`src/rtl/flash_hexdump_pkg.sv`:
```
// Shared definitions for the flash hex dumper.
//   state_t   : dump controller states
//   CH_*      : fixed ASCII characters used in the dump line format
//   is_tx_state / ascii_col : small helpers shared by the top level
package flash_hexdump_pkg;

  typedef enum logic [3:0] {
    S_IDLE,
    S_FLASH_READ,
    S_TX_ADDR,
    S_TX_COLON,
    S_TX_SEP,
    S_TX_DATA,
    S_TX_ASCII_OPEN,
    S_TX_ASCII,
    S_TX_ASCII_CLOSE,
    S_TX_CR,
    S_TX_NL,
    S_NEXT_LINE,
    S_DONE
  } state_t;

  localparam logic [7:0] CH_COLON = 8'h3A;
  localparam logic [7:0] CH_SPACE = 8'h20;
  localparam logic [7:0] CH_BAR   = 8'h7C;
  localparam logic [7:0] CH_DOT   = 8'h2E;
  localparam logic [7:0] CH_CR    = 8'h0D;
  localparam logic [7:0] CH_NL    = 8'h0A;

  // States in which a character is being offered to the serial side.
  function automatic logic is_tx_state(input state_t s);
    return s inside {S_TX_ADDR, S_TX_COLON, S_TX_SEP, S_TX_DATA,
                     S_TX_ASCII_OPEN, S_TX_ASCII, S_TX_ASCII_CLOSE,
                     S_TX_CR, S_TX_NL};
  endfunction

  // Printable bytes pass through, everything else shows as '.'.
  function automatic logic [7:0] ascii_col(input logic [7:0] b);
    return (b >= 8'h20 && b <= 8'h7E) ? b : CH_DOT;
  endfunction

endpackage

```
`src/rtl/flash_hexdump_hex_digit.sv`:
```
// hex_digit: combinational nibble -> ASCII hex character.
//   nibble : 4-bit value
//   ascii  : '0'..'9' then 'A'..'F' (HEX_UPPER=1) or 'a'..'f'
module hex_digit #(
  parameter int HEX_UPPER = 1
) (
  input  logic [3:0] nibble,
  output logic [7:0] ascii
);

  localparam logic [7:0] ALPHA_BASE = (HEX_UPPER != 0) ? 8'h41 : 8'h61;

  always_comb begin
    if (nibble < 4'd10) ascii = 8'h30 + {4'h0, nibble};
    else                ascii = ALPHA_BASE + {4'h0, nibble} - 8'd10;
  end

endmodule

```
`src/rtl/flash_hexdump.sv`:
```
// flash_hexdump: reads a range of flash words and streams a formatted
// hex dump, one line per WORDS_PER_LINE words, over a character link.
//   in_clk / in_rst          : clock, async active-low reset
//   in_start, in_addr, in_len: start a dump of in_len words from in_addr
//   in_abort                 : drop the dump, back to idle without done
//   out_busy / out_done      : activity flag, one-cycle completion pulse
//   out_flash_*, in_flash_*  : word reader handshake (edge based)
//   out_tx_*, in_tx_*        : character transmitter handshake (edge based)
module flash_hexdump
  import flash_hexdump_pkg::*;
#(
  parameter int WORD_BITS      = 8,
  parameter int ADDRESS_WORDS  = 3,
  parameter int WORDS_PER_LINE = 16,
  parameter int SHOW_ASCII     = 1,
  parameter int HEX_UPPER      = 1,
  localparam int ADDR_BITS     = WORD_BITS * ADDRESS_WORDS
) (
  input  logic                 in_clk,
  input  logic                 in_rst,
  input  logic                 in_start,
  input  logic                 in_abort,
  input  logic [ADDR_BITS-1:0] in_addr,
  input  logic [ADDR_BITS-1:0] in_len,
  output logic                 out_busy,
  output logic                 out_done,
  output logic                 out_flash_enable,
  output logic [ADDR_BITS-1:0] out_flash_addr,
  input  logic [WORD_BITS-1:0] in_flash_data,
  input  logic                 in_flash_word_finished,
  input  logic                 in_flash_next_word,
  output logic                 out_tx_enable,
  output logic [7:0]           out_tx_char,
  input  logic                 in_tx_word_finished
);

  localparam int ADDR_DIGITS = ADDR_BITS / 4;
  localparam int WORD_DIGITS = WORD_BITS / 4;
  localparam int CW = $clog2(WORDS_PER_LINE + 1);
  localparam int IW = (WORDS_PER_LINE > 1) ? $clog2(WORDS_PER_LINE) : 1;
  localparam int DW = $clog2(ADDR_DIGITS + 1);
  // A full line only limits the step when WORDS_PER_LINE is representable
  // in the address/count width; otherwise the remaining count always wins.
  localparam bit WPL_FITS = (ADDR_BITS >= 7) || (WORDS_PER_LINE < (1 << ADDR_BITS));

  state_t                                   state;
  logic [ADDR_BITS-1:0]                     line_addr;
  logic [ADDR_BITS-1:0]                     remaining;
  logic [CW-1:0]                            word_cnt;   // words captured this line
  logic [CW-1:0]                            word_idx;   // word being printed
  logic [DW-1:0]                            digit;      // digit within addr/word
  logic                                     flash_stop; // enable dropped for last word
  logic                                     fw_q, nw_q, tw_q;
  logic [WORDS_PER_LINE-1:0][WORD_BITS-1:0] line_buf;

  logic                 fw_rise, nw_rise, tx_rise;
  logic [ADDR_BITS-1:0] line_step;
  logic [CW-1:0]        line_words, last_idx;
  logic [WORD_BITS-1:0] cur_word;
  logic [3:0]           addr_nib, word_nib, hex_nib;
  logic [7:0]           hex_char, low_byte;

  assign fw_rise = in_flash_word_finished & ~fw_q;
  assign nw_rise = in_flash_next_word & ~nw_q;
  assign tx_rise = in_tx_word_finished & ~tw_q;

  // Words in the current line: a full line, or whatever is left.
  assign line_step  = (WPL_FITS && remaining > ADDR_BITS'(WORDS_PER_LINE))
                    ? ADDR_BITS'(WORDS_PER_LINE) : remaining;
  assign line_words = CW'(line_step);
  assign last_idx   = line_words - CW'(1);

  assign cur_word = line_buf[word_idx[IW-1:0]];
  assign addr_nib = 4'(line_addr >> (4 * (ADDR_DIGITS - 1 - int'(digit))));
  assign word_nib = 4'(cur_word >> (4 * (WORD_DIGITS - 1 - int'(digit))));
  assign hex_nib  = (state == S_TX_ADDR) ? addr_nib : word_nib;
  assign low_byte = 8'({8'h00, cur_word});

  hex_digit #(.HEX_UPPER(HEX_UPPER)) u_hex_digit (
    .nibble (hex_nib),
    .ascii  (hex_char)
  );

  // Character on offer is a pure decode of registered state, so it stays
  // stable for the whole handshake.
  always_comb begin
    out_tx_char = CH_SPACE;
    case (state)
      S_TX_ADDR, S_TX_DATA: out_tx_char = hex_char;
      S_TX_COLON:           out_tx_char = CH_COLON;
      S_TX_SEP:             out_tx_char = CH_SPACE;
      S_TX_ASCII_OPEN:      out_tx_char = (digit == '0) ? CH_SPACE : CH_BAR;
      S_TX_ASCII:           out_tx_char = ascii_col(low_byte);
      S_TX_ASCII_CLOSE:     out_tx_char = CH_BAR;
      S_TX_CR:              out_tx_char = CH_CR;
      S_TX_NL:              out_tx_char = CH_NL;
      default:              out_tx_char = CH_SPACE;
    endcase
  end

  // Enables fall combinationally on abort and on the handshake edges so the
  // far side sees the request withdrawn in the same cycle.
  assign out_flash_enable = (state == S_FLASH_READ) && !flash_stop && !in_abort
                          && !(nw_rise && word_cnt == last_idx);
  assign out_tx_enable    = is_tx_state(state) && !tx_rise && !in_abort;
  assign out_busy         = (state != S_IDLE);
  assign out_done         = (state == S_DONE) && !in_abort;
  assign out_flash_addr   = line_addr;

  always_ff @(posedge in_clk or negedge in_rst) begin
    if (!in_rst) begin
      state      <= S_IDLE;
      line_addr  <= '0;
      remaining  <= '0;
      word_cnt   <= '0;
      word_idx   <= '0;
      digit      <= '0;
      flash_stop <= 1'b0;
      fw_q       <= 1'b0;
      nw_q       <= 1'b0;
      tw_q       <= 1'b0;
      line_buf   <= '0;
    end else begin
      fw_q <= in_flash_word_finished;
      nw_q <= in_flash_next_word;
      tw_q <= in_tx_word_finished;

      if (in_abort && state != S_IDLE) begin
        state      <= S_IDLE;
        word_cnt   <= '0;
        word_idx   <= '0;
        digit      <= '0;
        flash_stop <= 1'b0;
      end else begin
        case (state)
          S_IDLE: begin
            if (in_start && !in_abort) begin
              line_addr  <= in_addr;
              remaining  <= in_len;
              word_cnt   <= '0;
              word_idx   <= '0;
              digit      <= '0;
              flash_stop <= 1'b0;
              state      <= (in_len == '0) ? S_DONE : S_FLASH_READ;
            end
          end

          S_FLASH_READ: begin
            if (nw_rise && word_cnt == last_idx) flash_stop <= 1'b1;
            if (fw_rise) begin
              line_buf[word_cnt[IW-1:0]] <= in_flash_data;
              word_cnt <= word_cnt + CW'(1);
              if (word_cnt == last_idx) begin
                flash_stop <= 1'b0;
                digit      <= '0;
                word_idx   <= '0;
                state      <= S_TX_ADDR;
              end
            end
          end

          S_TX_ADDR: if (tx_rise) begin
            if (digit == DW'(ADDR_DIGITS - 1)) begin
              digit <= '0;
              state <= S_TX_COLON;
            end else begin
              digit <= digit + DW'(1);
            end
          end

          S_TX_COLON: if (tx_rise) state <= S_TX_SEP;

          S_TX_SEP: if (tx_rise) begin
            digit <= '0;
            state <= S_TX_DATA;
          end

          S_TX_DATA: if (tx_rise) begin
            if (digit == DW'(WORD_DIGITS - 1)) begin
              digit <= '0;
              if (word_idx == last_idx) begin
                word_idx <= '0;
                state    <= (SHOW_ASCII != 0) ? S_TX_ASCII_OPEN : S_TX_CR;
              end else begin
                word_idx <= word_idx + CW'(1);
                state    <= S_TX_SEP;
              end
            end else begin
              digit <= digit + DW'(1);
            end
          end

          // Two characters: ' ' then '|', tracked with the digit counter.
          S_TX_ASCII_OPEN: if (tx_rise) begin
            if (digit == '0) begin
              digit <= DW'(1);
            end else begin
              digit <= '0;
              state <= S_TX_ASCII;
            end
          end

          S_TX_ASCII: if (tx_rise) begin
            if (word_idx == last_idx) begin
              word_idx <= '0;
              state    <= S_TX_ASCII_CLOSE;
            end else begin
              word_idx <= word_idx + CW'(1);
            end
          end

          S_TX_ASCII_CLOSE: if (tx_rise) state <= S_TX_CR;
          S_TX_CR:          if (tx_rise) state <= S_TX_NL;
          S_TX_NL:          if (tx_rise) state <= S_NEXT_LINE;

          // Address wraps naturally at the register width.
          S_NEXT_LINE: begin
            line_addr <= line_addr + line_step;
            remaining <= remaining - line_step;
            word_cnt  <= '0;
            state     <= (remaining == line_step) ? S_DONE : S_FLASH_READ;
          end

          S_DONE:  state <= S_IDLE;
          default: state <= S_IDLE;
        endcase
      end
    end
  end

endmodule
```
`config.mk`:
```
export PLATFORM = sky130hd
export DESIGN_NAME = flash_hexdump
export DESIGN_NICKNAME = d
export VERILOG_FILES = /design/src/rtl/flash_hexdump_pkg.sv /design/src/rtl/flash_hexdump_hex_digit.sv /design/src/rtl/flash_hexdump.sv
export SDC_FILE = /design/constraint.sdc
export NUM_CORES = 1
export LEC_CHECK = 0
export BUFFER_PORTS_ARGS = -buffer_cell sky130_fd_sc_hd__buf_2
export CORE_MARGIN = 1.5
export CORE_UTILIZATION = 45
export CTS_BUF_LIST = sky130_fd_sc_hd__clkbuf_8
export DETAILED_ROUTE_END_ITERATION = 10
export SLEW_MARGIN = 20
export SYNTH_ARGS = -nofsm -noshare
export SYNTH_HDL_FRONTEND = slang
export SYNTH_HIERARCHICAL = 1
export SYNTH_SLANG_ARGS = --single-unit
```
`constraint.sdc`:
```
create_clock -name in_clk -period 6.29 [get_ports in_clk]
set_clock_uncertainty 0.15 [all_clocks]
set_input_delay 0.629 -clock in_clk [delete_from_list [all_inputs] [get_ports in_clk]]
set_output_delay 0.629 -clock in_clk [all_outputs]
set_load 0.01 [all_outputs]
```
# Word level (Yosys, flattened, before mapping)
# Cells that the tools add are included.
totals:
  register_bits: 197
  inputBits: 63
  output_inout_bits: 36
  word_cells: 186
op_classes:
  n_addsub: 11
  magnitude_cmp: 7
  eq_ne: 34
  shifts: 2
  n_mux: 66
  bitwise_logic: 7
  reduce_logical: 33
ops:
  columns: ["op", "n"]
  rows:
  - ["$bwmux W128", 1]
  - ["$pmux W24 S2", 2]
  - ["$mux W4", 20]
  - ["$mux W24", 3]
  - ["$pmux W8 S7", 1]
  - ["$mux W5", 10]
  - ["$pmux W4 S12", 1]
  - ["$bmux W8 S4", 1]
  - ["$demux W8 S4", 1]
  - ["$mux W8", 4]
  - ["$shr A24 B32 Y4", 1]
  - ["$shr A8 B32 Y4", 1]
  - ["$mux W3", 10]
  - ["$ne A3 B2 Y1 const B", 10]
  - ["$add A24 B24 Y24", 1]
  - ["$eq A24 B24 Y1", 1]
  - ["$gt A24 B5 Y1 const B", 1]
  - ["$logic_not A24 Y1", 1]
  - ["$sub A24 B24 Y24", 1]
  - ["$eq A4 B4 Y1 const B", 5]
  - ["$pmux W5 S4", 1]
  - ["$pmux W3 S6", 1]
  - ["$eq A4 B3 Y1 const B", 4]
  - ["$reduce_and A16 Y1", 1]
  - ["other kinds (43)", 77]

# Longest topological paths before layout
depth:
  word_depth: 10
  depth_mapped: 17
  ltp_nobuf: 15

# Modules after synthesis
# Netlist, hierarchy kept.
modules_own_cells:
  columns: ["module", "n_inst", "cells_per_inst", "area_per_inst_um2", "seq_area_each_um2"]
  rows:
  - ["flash_hexdump", 1, 1136, 11850.1, 4929.7]
  - ["hex_digit", 1, 16, 105.1, 0.0]

# Worst setup path after synthesis
# Ideal clock, no wire load.
synth_timing:
  path_kind: "reg-to-reg"
  from: "reg remaining[6]"
  to: "reg line_addr[20] (netlist: out_flash_addr[20])"
  setup_time_ns: 0.069
  arrival_time_ns: 4.455
  required_time_ns: 6.071
  path_slack_ns: 1.616
  stages_incl_launch_ff: 18
  path_buffers: 2
  cell_sequence: "dfrtp_1 -> or4_1 -> buf_2 -> or4_4 -> buf_6 -> nor3_1 -> nand2_1 -> inv_1 -> ha_1 -> fa_1 -> a21oi_1 -> o22ai_1 -> a31o_2 -> a2111oi_0 -> o31ai_1 -> a21oi_1 -> or4b_2 -> nand3_1"
synth_between:
  elab_chain_len: 4
synth_rtl:
  columns: ["element", "line_no", "text"]
  rows:
  - ["start, declared", "flash_hexdump.sv:48", "logic [ADDR_BITS-1:0] remaining;"]
  - ["start signal, assigned", "flash_hexdump.sv:139", "remaining <= in_len;"]
  - ["start signal, assigned", "flash_hexdump.sv:219", "remaining <= remaining - line_step;"]
  - ["$gt A24 B5 Y1", "flash_hexdump.sv:68", "assign line_step = (WPL_FITS && remaining > ADDR_BITS'(WORDS_PER_LINE))"]
  - ["$mux W24 *", "flash_hexdump.sv:69", "? ADDR_BITS'(WORDS_PER_LINE) : remaining;"]
  - ["$add A24 B24 Y24 *", "flash_hexdump.sv:218", "line_addr <= line_addr + line_step;"]
  - ["$pmux W24 S2 *", "flash_hexdump.sv:135", "case (state)"]
  - ["end signal, assigned", "flash_hexdump.sv:138", "line_addr <= in_addr;"]
  - ["end signal, assigned", "flash_hexdump.sv:218", null]
  - ["end, declared", "flash_hexdump.sv:47", "logic [ADDR_BITS-1:0] line_addr;"]
# Mark *: on every way between the ends. The rest lies on a longest branch, timed or not.
# A chain may end at the register's enable or synchronous reset.

# Worst setup path in the final report
layout_timing:
  from: "reg word_idx[0]"
  to: "out out_tx_char[3]"
layout_between:
  elab_chain_len: 8
layout_rtl:
  columns: ["element", "line_no", "text"]
  rows:
  - ["start, declared", "flash_hexdump.sv:50", "logic [CW-1:0] word_idx;"]
  - ["start signal, assigned", "flash_hexdump.sv:185", "word_idx <= word_idx + CW'(1);"]
  - ["start signal, assigned", "flash_hexdump.sv:208", "word_idx <= word_idx + CW'(1);"]
  - ["$bmux W8 S4 *", "flash_hexdump.sv:73", "assign cur_word = line_buf[word_idx[IW-1:0]];"]
  - ["$mux W8 (not written as such) *", "flash_hexdump.sv:73", null]
  - ["$shr A8 B32 Y4 *", "flash_hexdump.sv:75", "assign word_nib = 4'(cur_word >> (4 * (WORD_DIGITS - 1 - int'(digit))));"]
  - ["$mux W4 *", "flash_hexdump.sv:76", "assign hex_nib = (state == S_TX_ADDR) ? addr_nib : word_nib;"]
  - ["named net hex_nib[2]", "flash_hexdump.sv:60", "logic [3:0] addr_nib, word_nib, hex_nib;"]
  - ["$add A7 B4 Y8", "flash_hexdump_hex_digit.sv:15", "else ascii = ALPHA_BASE + {4'h0, nibble} - 8'd10;"]
  - ["$sub A8 B4 Y8", "flash_hexdump_hex_digit.sv:15", null]
  - ["$mux W8 *", "flash_hexdump_hex_digit.sv:14", "if (nibble < 4'd10) ascii = 8'h30 + {4'h0, nibble};"]
  - ["named net hex_char[3]", "flash_hexdump.sv:61", "logic [7:0] hex_char, low_byte;"]
  - ["$pmux W8 S7 *", "flash_hexdump.sv:88", "case (state)"]
  - ["end, declared", "flash_hexdump.sv:33", "output logic [7:0] out_tx_char,"]
# Mark *: on every way through the listed nets, which the timed path passes. The rest lies on a longest branch. The select of a mux whose other input is x is not followed.

==> flow_summary.ini <==
[yosys]
synth-seq-cells = 197
synth_area_sq_um = 12000
synthTopCellsByArea = dfrtp_1 41%, mux2_2 12%, mux4_2 7.5%
ys_async_sr_fraction_pct = 100
yosysTopAreaCell = dfrtp_1
synth_edf_count = 0
ys.flop_type = dfrtp_1
ys_warn_count = 6
synth_top_area_share_pct = 41.2
syn_area_per_cell_sq_um = 10.4
synth_seq_area_share_pct = 41.2
synthDistinctLibCells = 85
synth_cells = 1152

[layout]
drive_gt1_share_pct = 26.9
fin_nets = 1335
n_antenna_cell = 0
layout.cells.non_filler = 1583
post-route-util_pct = 50.9
syn2layout_area_growth_pct = 11.0

[routing]
drc_errors = 0
highest_layer = met4
dr_wl_met2_microns = 14400
wire_per_inst_microns = 20.2
ant_nets = 0
finalWirelength_microns = 31900
routed-via-count = 9498
drt_iter0_drc = 903
wirelength_met1_microns = 15400
drtPass1Iterations = 5
vias_per_cell = 6.00
wl_met3_microns = 1430

[clock_tree]
ctsHoldBuffers = 0
clkSlewWorstSetupHoldPaths_ps = 120
post-cts-setup-buffers = 0
cts_buffers = 17
cts_resized = 0
cts.path.max_buffers = 2
cts.htree.levels = 4
clock_sinks = 197
cts_root_buffer = clkbuf_8
clock_latency_ps = 490
cts_tree = yes

[critical_path]
cp-start-kind = flop
crit_top_cell = mux4_2
crit_arrival_ps = 4490
cp.required_ps = 5510
path_class = reg2out
cp-end-kind = output port
cp_slowest_cell = dfrtp_2
cp_max_fo = 29
crit_chain = buf_4, mux4_2, mux4_2, mux2i_1, o21ai_0, nor3b_1, nand2b_1, a21boi_0, a21oi_1, nor2_1, a211oi_1, nand2_1, buf_2
max_stage_delay_ps = 950

[global_routing]
antenna_found_initial = 0
grt_first_pass_wirelength_microns = 51500
grt_pass1_vias = 9075
grt_max_degree = 84
overflow = 0
track_usage_pct = 23.7

[hold_path]
hp-class = in2async

[power_and_ir_drop]
vdd.ir_drop.worst_mv = 0.196
total_power_mw = 4.77
power_density_nw_per_um2 = 359
leakagePower_nw = 5.96

[sta]
hold_viol = 0
min_period_ps = 5270
hold-worst-slack_ps = 27.3
worst_pin_slew_ps = 884
slew_headroom_pct = 40.5
fmax_ghz = 0.190
fin_crit_sh_pct = 83.7
finalSetupTns_ps = 0
slew_violations = 0
rsz0062_at_grt = no
setup_viol = 0

[placed_design]
dp.final_hpwl_microns = 22300
place.port_buffers = 97
dp.cells = 1551
finalWeightedCongestion = 0.921

[floorplan]
die_w_microns = 166
rows = 59
initial_core_util_pct = 45.9
die_area_sq_um = 27600
die-height_microns = 166
core_sq_um = 26100
num_io_pins = 99

[run_status]
status = finished, final reports clean

[run]
maxCapViolCount = 0
-- layout make-up --
cell class | count | area [sq um]
Tap cell | 335 | 419
Clock buffer | 17 | 234
Timing Repair Buffer | 108 | 577
Fill cell | 2397 | 12800
Sequential cell | 197 | 4930
Inverter | 30 | 113
Clock inverter | 15 | 250
Multi-Input combinational cell | 881 | 6740
-- power breakdown --
part / switching, mW / internal, mW
clock network: 0.622 / 0.348
registers: 0.310 / 1.46
logic: 1.18 / 0.847
total: 2.11 / 2.66
-- layout by cell type (no fill, tap or decap), drive strengths merged, types with 5 or more instances in the layout --
cell type / synthesis / final
nand2b: 10 / 10
xnor2: 11 / 11
o31ai: 6 / 6
a31oi: 11 / 11
nor3b: 9 / 9
nand3: 28 / 28
xor2: 5 / 5
o22ai: 7 / 7
mux2: 129 / 129
nand3b: 8 / 8
inv: 29 / 41
a21o: 5 / 5
a22oi: 12 / 12
nor4: 16 / 16
and2: 10 / 10
o2bb2ai: 7 / 7
a211oi: 14 / 14
a21oi: 82 / 82
nor2: 77 / 77
and3: 10 / 10
mux2i: 17 / 17
or3: 11 / 11
nor3: 22 / 22
o21ai: 82 / 82
buf: 10 / 107
conb: 3 / 20
o211ai: 6 / 6
or2: 5 / 5
mux4: 40 / 40
nand2: 104 / 104
ha: 36 / 36
nand4: 6 / 6
nor2b: 10 / 10
dfrtp: 197 / 197
clkbuf: 51 / 18
-- flip-flops by register name (all words and copies together) (netlist names), 3 cells and up --
signal,count
remaining,24
word_cnt,5
digit,3
line_buf,128
out_flash_addr,24
state,4
word_idx,5
-- critical path, delay by kind of cell (launching register included) --
kind	cells	cell delay (ps)
AO/OA/AOI/OAI	4	560
AND/OR/NAND/NOR	4	660
buffers and inverters	2	550
multiplexers	3	1270
flip-flops	1	950
-- cells by family (layout without fill, tap and decap cells) --
kind of cell             count (synthesis)  after routing  synth area share [%]
multiplexers                           186            186                  21.1
flip-flops                             197            197                  41.2
adder cells (fa/ha/maj)                 37             37                  3.94
XOR/XNOR                                18             18                  1.55
buffers and inverters                   91            170                  3.02
AO/OA/AOI/OAI                          285            285                  15.3
other                                    3             20                0.0942
AND/OR/NAND/NOR                        335            335                  13.7
-- path summary, 6_finish.rpt --
kind	from	cells after the start	endpoint	slack [ps]
worst max-delay path	word_idx[0]	13	out_tx_char[3]	1020
worst min register to register	remaining[15]	2	remaining[15]	340
worst max register to register	remaining[6]	15	out_flash_addr[20]	1300
min in group in_clk	in_tx_word_finished	1	tw_q	110
max in group asynchronous	in_rst	2	word_idx[0]	4640
worst min-delay path	in_rst	1	line_buf[14]	30
-- layer usage --
metal  up-vias  global-route usage [%]
li1       4445                       -
met1      4743                    34.6
met5         -                       0
met2       257                    35.8
met4         0                    7.72
met3        53                    4.03
-- metrics by stage --
| stage | setup slack (ps) | instance area (sq um) |
|---|---|---|
| final | 1020 | 13300 |
| after CTS | 944 | 13300 |
| after floorplan | 1620 | 12000 |
| after detailed placement | 1400 | 12800 |
| after global placement | 1520 | 12800 |
| after global routing | 555 | 13300 |
-- synth_stat cells, drive strengths merged, types with 11 or more instances --
master  number
a211oi      14
a21oi       82
a22oi       12
a31oi       11
clkbuf      51
dfrtp      197
ha          36
inv         29
mux2       129
mux2i       17
mux4        40
nand2      104
nand3       28
nor2        77
nor3        22
nor4        16
o21ai       82
or3         11
xnor2       11
No activity file was read; power rests on OpenSTA's default activity.
